===== config.mk =====
export PLATFORM = sky130hd
export DESIGN_NAME = uart_rx_cmd
export DESIGN_NICKNAME = d
export VERILOG_FILES = /design/src/rtl/uart_rx_cmd.sv
export SDC_FILE = /design/constraint.sdc
export NUM_CORES = 1
export LEC_CHECK = 0
export CAP_MARGIN = 20
export CORE_ASPECT_RATIO = 0.7
export CORE_MARGIN = 4
export CORE_UTILIZATION = 51
export DETAILED_ROUTE_END_ITERATION = 8
export GPL_ROUTABILITY_DRIVEN = 0
export HOLD_SLACK_MARGIN = 0.15
export MAX_ROUTING_LAYER = met4
export PLACE_DENSITY = 0.78
export SLEW_MARGIN = 15
export SYNTH_ARGS = -nofsm -noshare
export SYNTH_HDL_FRONTEND = slang
export SYNTH_SLANG_ARGS = --single-unit
export TNS_END_PERCENT = 10

===== constraint.sdc =====
create_clock -name clk -period 2.1 [get_ports clk]
set_input_delay 0.315 -clock clk [delete_from_list [all_inputs] [get_ports clk]]
set_output_delay 0.315 -clock clk [all_outputs]
set_load 0.05 [all_outputs]

===== src/rtl/uart_rx_cmd.sv =====
// ============================================================================
// Module      : uart_rx_cmd
// Description : 8N1 UART receiver for BLE command bytes, with rdy/clr_rdy
//               handshake. Optional even-parity bit via UART_RX_PARITY_EN.
// Revision    : 1.0 - initial release
// ============================================================================
`default_nettype none

module uart_rx_cmd #(
    parameter int BAUD_DIV = 2604
) (
    input  logic       clk,
    input  logic       rst,
    input  logic       RX,
    input  logic       clr_rdy,
    output logic [7:0] rx_data,
    output logic       rdy,
    output logic       overrun,
    output logic       frame_err,
    output logic       parity_err,
    output logic       busy
);

    localparam logic [15:0] c_RELOAD = 16'(BAUD_DIV - 1);
    localparam logic [15:0] c_HALF   = 16'(BAUD_DIV / 2 - 1);

    typedef enum logic [2:0] {
        S_IDLE   = 3'd0,
        S_START  = 3'd1,
        S_DATA   = 3'd2,
        S_PARITY = 3'd3,
        S_STOP   = 3'd4,
        S_BRK    = 3'd5
    } state_t;

    state_t      r_state;
    logic        r_rx_meta;
    logic        r_rx_s;
    logic [15:0] r_baud_cnt;
    logic [2:0]  r_bit_cnt;
    logic [7:0]  r_shift;
    logic        r_accept;
    logic [7:0]  r_rx_data;
    logic        r_rdy;
    logic        r_overrun;
    logic        r_frame_err;
    logic        r_busy;
`ifdef UART_RX_PARITY_EN
    logic        r_par_bad;
    logic        r_parity_err;
`endif

    logic w_sample;
    assign w_sample = (r_baud_cnt == 16'd0);

    always_ff @(posedge clk) begin
        if (rst) begin
            r_state     <= S_IDLE;
            r_rx_meta   <= 1'b1;
            r_rx_s      <= 1'b1;
            r_baud_cnt  <= 16'd0;
            r_bit_cnt   <= 3'd0;
            r_shift     <= 8'h00;
            r_accept    <= 1'b0;
            r_rx_data   <= 8'h00;
            r_rdy       <= 1'b0;
            r_overrun   <= 1'b0;
            r_frame_err <= 1'b0;
            r_busy      <= 1'b0;
`ifdef UART_RX_PARITY_EN
            r_par_bad    <= 1'b0;
            r_parity_err <= 1'b0;
`endif
        end else begin
            r_rx_meta   <= RX;
            r_rx_s      <= r_rx_meta;
            r_frame_err <= 1'b0;
            r_accept    <= 1'b0;
`ifdef UART_RX_PARITY_EN
            r_parity_err <= 1'b0;
`endif

            // A byte landing in the same cycle as clr_rdy takes priority.
            if (r_accept) begin
                r_rx_data <= r_shift;
                r_rdy     <= 1'b1;
                r_overrun <= clr_rdy ? 1'b0 : (r_rdy | r_overrun);
            end else if (clr_rdy) begin
                r_rdy     <= 1'b0;
                r_overrun <= 1'b0;
            end

            if (r_state != S_IDLE && r_state != S_BRK) begin
                r_baud_cnt <= w_sample ? c_RELOAD : r_baud_cnt - 16'd1;
            end

            case (r_state)
                S_IDLE: begin
                    if (!r_rx_s) begin
                        r_state    <= S_START;
                        r_busy     <= 1'b1;
                        r_baud_cnt <= c_HALF;
                    end
                end
                S_START: begin
                    if (w_sample) begin
                        if (!r_rx_s) begin
                            r_state   <= S_DATA;
                            r_bit_cnt <= 3'd0;
                        end else begin
                            r_state <= S_IDLE;
                            r_busy  <= 1'b0;
                        end
                    end
                end
                S_DATA: begin
                    if (w_sample) begin
                        r_shift   <= {r_rx_s, r_shift[7:1]};
                        r_bit_cnt <= r_bit_cnt + 3'd1;
                        if (r_bit_cnt == 3'd7) begin
`ifdef UART_RX_PARITY_EN
                            r_state <= S_PARITY;
`else
                            r_state <= S_STOP;
`endif
                        end
                    end
                end
`ifdef UART_RX_PARITY_EN
                S_PARITY: begin
                    if (w_sample) begin
                        r_par_bad <= (r_rx_s != ^r_shift);
                        r_state   <= S_STOP;
                    end
                end
`endif
                S_STOP: begin
                    if (w_sample) begin
`ifdef UART_RX_PARITY_EN
                        r_parity_err <= r_par_bad;
`endif
                        if (r_rx_s) begin
                            r_state <= S_IDLE;
                            r_busy  <= 1'b0;
`ifdef UART_RX_PARITY_EN
                            r_accept <= ~r_par_bad;
`else
                            r_accept <= 1'b1;
`endif
                        end else begin
                            r_frame_err <= 1'b1;
                            r_state     <= S_BRK;
                        end
                    end
                end
                // Held-low line must return high before a new start is seen.
                S_BRK: begin
                    if (r_rx_s) begin
                        r_state <= S_IDLE;
                        r_busy  <= 1'b0;
                    end
                end
                default: begin
                    r_state <= S_IDLE;
                    r_busy  <= 1'b0;
                end
            endcase
        end
    end

    assign rx_data   = r_rx_data;
    assign rdy       = r_rdy;
    assign overrun   = r_overrun;
    assign frame_err = r_frame_err;
    assign busy      = r_busy;
`ifdef UART_RX_PARITY_EN
    assign parity_err = r_parity_err;
`else
    assign parity_err = 1'b0;
`endif

endmodule

`default_nettype wire


# Word level (Yosys, flattened, before mapping)
# Index checks and enable logic that the tools add are counted.
[op_classes]
bitwise_logic = 4
mux = 27
n_reduce_logical = 12
eq_ne = 14
add_sub_neg = 2
[op_table]
columns = ["cell", "n"]
rows = [
  ["$mux W16", 4],
  ["$mux W3", 10],
  ["$logic_not A16 Y1", 1],
  ["$sub A16 B1 Y16 const B", 1],
  ["$pmux W3 S5", 1],
  ["$ne A2 B2 Y1 const B", 7],
  ["$eq A3 B3 Y1 const B", 3],
  ["$mux W1", 9],
  ["$pmux W3 S2", 1],
  ["$reduce_and A6 Y1", 1],
  ["$pmux W1 S4", 1],
  ["$reduce_and A4 Y1", 1],
  ["$reduce_bool A2 Y1", 2],
  ["$add A3 B1 Y3 const B", 1],
  ["$eq A3 B1 Y1 const B", 1],
  ["$eq A3 B2 Y1 const B", 1],
  ["$logic_not A3 Y1", 1],
  ["$ne A3 B3 Y1 const B", 1],
  ["$not A1 Y1", 3],
  ["$reduce_and A3 Y1", 1],
  ["$reduce_bool A3 Y1", 1],
  ["$reduce_or A3 Y1", 1],
  ["$mux W2", 1],
  ["$ne A2 B1 Y1 const B", 1],
  ["4 further kinds", 4],
]
[word_totals]
ff_bits = 45
in_bits = 4
output_inout_bits = 13

# Depth between registers and ports, before layout
[depth]
depth_word = 5
depth_mapped = 8
ltp_nobuf = 7

# Least setup slack after synthesis
# No wires, ideal clock.
[synth_timing]
path_type = "reg-to-reg"
start = "register r_baud_cnt[8]"
end = "register r_shift[7]"
path_buffers = 1
setup_slack_ns = 0.111
arrival_ns = 1.861
synth_period_minus_slack_ns = 1.989
stages_incl_launch_ff = 7
setup_time_ns = 0.128
cell_sequence = "dfxtp_1 > or4_4 > nor4b_4 > and4_4 > buf_12 > mux2i_1 > nor2_1"
[synth_between]
elab_chain_cells = 2
[synth_lines]
columns = ["element", "line", "rtl"]
rows = [
  ["start: declaration", "39", "logic [15:0] r_baud_cnt;"],
  ["start signal: assignment", "94", "r_baud_cnt <= w_sample ? c_RELOAD : r_baud_cnt - 16'd1;"],
  ["start signal: assignment", "102", "r_baud_cnt <= c_HALF;"],
  ["$logic_not A16 Y1", "54", "assign w_sample = (r_baud_cnt == 16'd0);"],
  ["$reduce_and A2 Y1 (no source line)", "-", ""],
  ["end signal: assignment", "118", "r_shift <= {r_rx_s, r_shift[7:1]};"],
  ["end: declaration", "41", "logic [7:0] r_shift;"],
]
# No other way between the ends.
# A chain may end at the register's enable or synchronous reset.

# Worst setup path after layout
[layout_timing]
start = "register r_baud_cnt[8]"
end = "register r_shift[2]"
# The elaborated chain is that of the path after synthesis.

==> key figures <==
Run status
  • Run status: finished clean

Synthesis
  • Number of synthesized flops with an enable pin: 0
  • Top-count cell post-synth: dfxtp_1
  • Ys flop type: dfxtp_1
  • Synth area leader: dfxtp_1
  • Async SR Flop Fraction: 0
  • Commonest cells post-synth: dfxtp_1, nor2_1, mux2i_1, nor3_1, nand2_1
  • Share of the synthesized area in the top cell type: 0.459
  • YS warnings: 0
  • Synth Instances: 212
  • Area contributors post-synth: dfxtp_1, mux2i_1, nor2_1, xnor2_1, nor3_1
  • Syn Area/Cell: 9.25 µm²
  • Sequential fraction of the synthesis area: 0.459
  • Seq cells post-synth: 45
  • Syn nets: 220
  • Post-synthesis cell type count: between 40 and 50
  • Post-Syn Area: 1960 µm²

Drt
  • Remaining DRCs: 0
  • Initial DRT Pass Iterations: 4
  • Via density: 5.45
  • Routed Antenna Nets: 0
  • Final wirelength: roughly 3.8 mm
  • Vias: 1538
  • Wire per inst: 13.5 µm
  • Initial DRC count: 120

Timing
  • Max Clk Rate: 0.493 GHz
  • Slew Limit Fails: 0
  • Hold Fails Final Rpt: 0
  • Final TNS setup: 0 ns
  • Max-Slew Margin vs Limit: 0.625
  • WHS: 0.413 ns
  • RSZ-0062 raised after global routing: true
  • Crit path time final: 2.03 ns
  • Measured slew at the worst slew-check pin: 0.557 ns
  • Clock skew: roughly 0.0066 ns
  • Final setup viols: 0
  • Fin crit share: 0.966

Pwr
  • Leak Pwr: between 0.8 and 0.9 nW
  • Overall power: 2.82 mW
  • Maximum vdd drop: 0.660 mV
  • Pwr/cell area: 1250 nW/µm²

Clocking
  • CTS H-Tree Depth: 2
  • Hold Buf Count CTS: 0
  • Root Buffer: clkbuf_8
  • Resized Gates After CTS: 0
  • Clk_lat worst skew: 0.30 ns
  • Setup Fix Bufs, Post-CTS: 0
  • Reg clk slew, reported paths: roughly 0.08 ns
  • CTS max path bufs: 2
  • Clock sinks: 45
  • Inserted Clock Buffers: 5
  • TritonCTS clock tree: built

Critical path
  • Crit path max-delay cell type: or4_4
  • Worst Setup End Kind: flip-flop
  • Req. time, crit path: 2.28 ns
  • Crit-path cells: or4_4, nor4b_4, and4_4, mux2i_1, nor2_1
  • CP Launch Type: flip-flop
  • Setup Crit Path Kind: flip-flop to flip-flop
  • Largest fanout on the critical path: 11
  • Largest stage delay on the critical path: between 0.5 and 0.6 ns
  • CP bufs+invs: 0
  • WP data arrival: 2.21 ns
  • CP top delay family: simple AND/OR/NAND/NOR gates

GRT
  • First-pass GRT wire length: 6.42 mm
  • GRT Residual Overflow: 0
  • All-Layer GR Usage: 0.177
  • Initial antenna violation count: 0
  • Number of global-route vias before repair: 1364
  • Largest net degree at the start of global routing: 27

Layout
  • Cell area after layout: 2270 µm²
  • Fraction of layout cells with a size suffix above 1: 0.112
  • Nets: ~240
  • Layout area overhead: 15.7%
  • Inserted Diodes: 0

Placed design
  • Dpl hpwl: 2.63 mm
  • Placed Area: 2170 µm²
  • Port Buf Inserts: 15

Run
  • Maxcap violations: 0

Floorplanning
  • I/O pin count: 17
  • Die Height: 59.9 µm
  • Initial Util: 0.544
  • Die Width: about 80 µm
  • Site Rows: 18
  • Die area: 4920 µm²
  • Core ar.: 3600 µm²

Worst hold path
  • Hold Crit Class: flip-flop to flip-flop
-- sequential cells by signal, indices dropped and copies added, names as in the netlist --
| register | count |
|---|---|
| r_shift | 8 |
| frame_err | 1 |
| r_state | 3 |
| rdy | 1 |
| r_baud_cnt | 16 |
| r_rx_s | 1 |
| r_accept | 1 |
| overrun | 1 |
| rx_data | 8 |
| r_rx_meta | 1 |
| busy | 1 |
| r_bit_cnt | 3 |
-- worst paths after layout --
check | from | end | slack (ns) | cells after the start
worst max-delay path | r_baud_cnt[8] | r_shift[2] | 0.07 | 5
worst min-delay path | r_rx_meta | r_rx_s | 0.41 | 1
worst max register to register | r_baud_cnt[8] | r_shift[2] | 0.07 | 5
worst min register to register | r_rx_meta | r_rx_s | 0.41 | 1
-- through the flow --
step	utilization	worst slack, ns	std cells
final	0.630	0.0720	282
after floorplan	-	0.111	212
after global placement	0.603	0.0724	274
after detailed placement	0.603	0.0379	274
after CTS	0.626	0.0434	282
after global routing	0.630	-0.0332	282
-- metal layers --
layer,vias to the layer above,routed length (µm),track usage
met5,-,0,-
met4,0,71,0.0853
met3,8,243,0.0361
met2,52,1460,0.219
met1,696,2020,0.265
li1,782,-,-
-- cell families after synthesis --
| group | count (synthesis) | synth area share |
|---|---|---|
| xor+xnor | 11 | 0.0491 |
| fa+ha+maj | 4 | 0.0255 |
| flops | 45 | 0.459 |
| compound gates | 33 | 0.111 |
| other cells | 1 | 0.00191 |
| simple gates | 83 | 0.218 |
| mux | 18 | 0.0925 |
| buf+inv | 17 | 0.0428 |
-- where the power goes --
group	switching, mW	internal (mW)
clock	0.271	0.230
combinational	0.673	0.544
sequential	0.123	0.984
-- cells in the final DEF, fill, tap and decap left out, drive strengths merged, types with 4 or more instances in the layout --
cell type / count
nor2: 36
dfxtp: 45
nand2: 10
mux2i: 17
buf: 8
a21oi: 9
ha: 4
xnor2: 8
inv: 6
o21ai: 4
clkbuf: 6
nor3: 11
clkdlybuf4s50: 15
-- layout make-up --
class	instances	area, µm²
Multi-Input combinational cell	150	988
Tap cell	50	62.6
Timing Repair Buffer	23	210
Clock buffer	6	72.6
Fill cell	317	1340
Sequential cell	45	902
Inverter	6	22.5
Clock inverter	2	10.0
(Power assumes the default switching activity.)
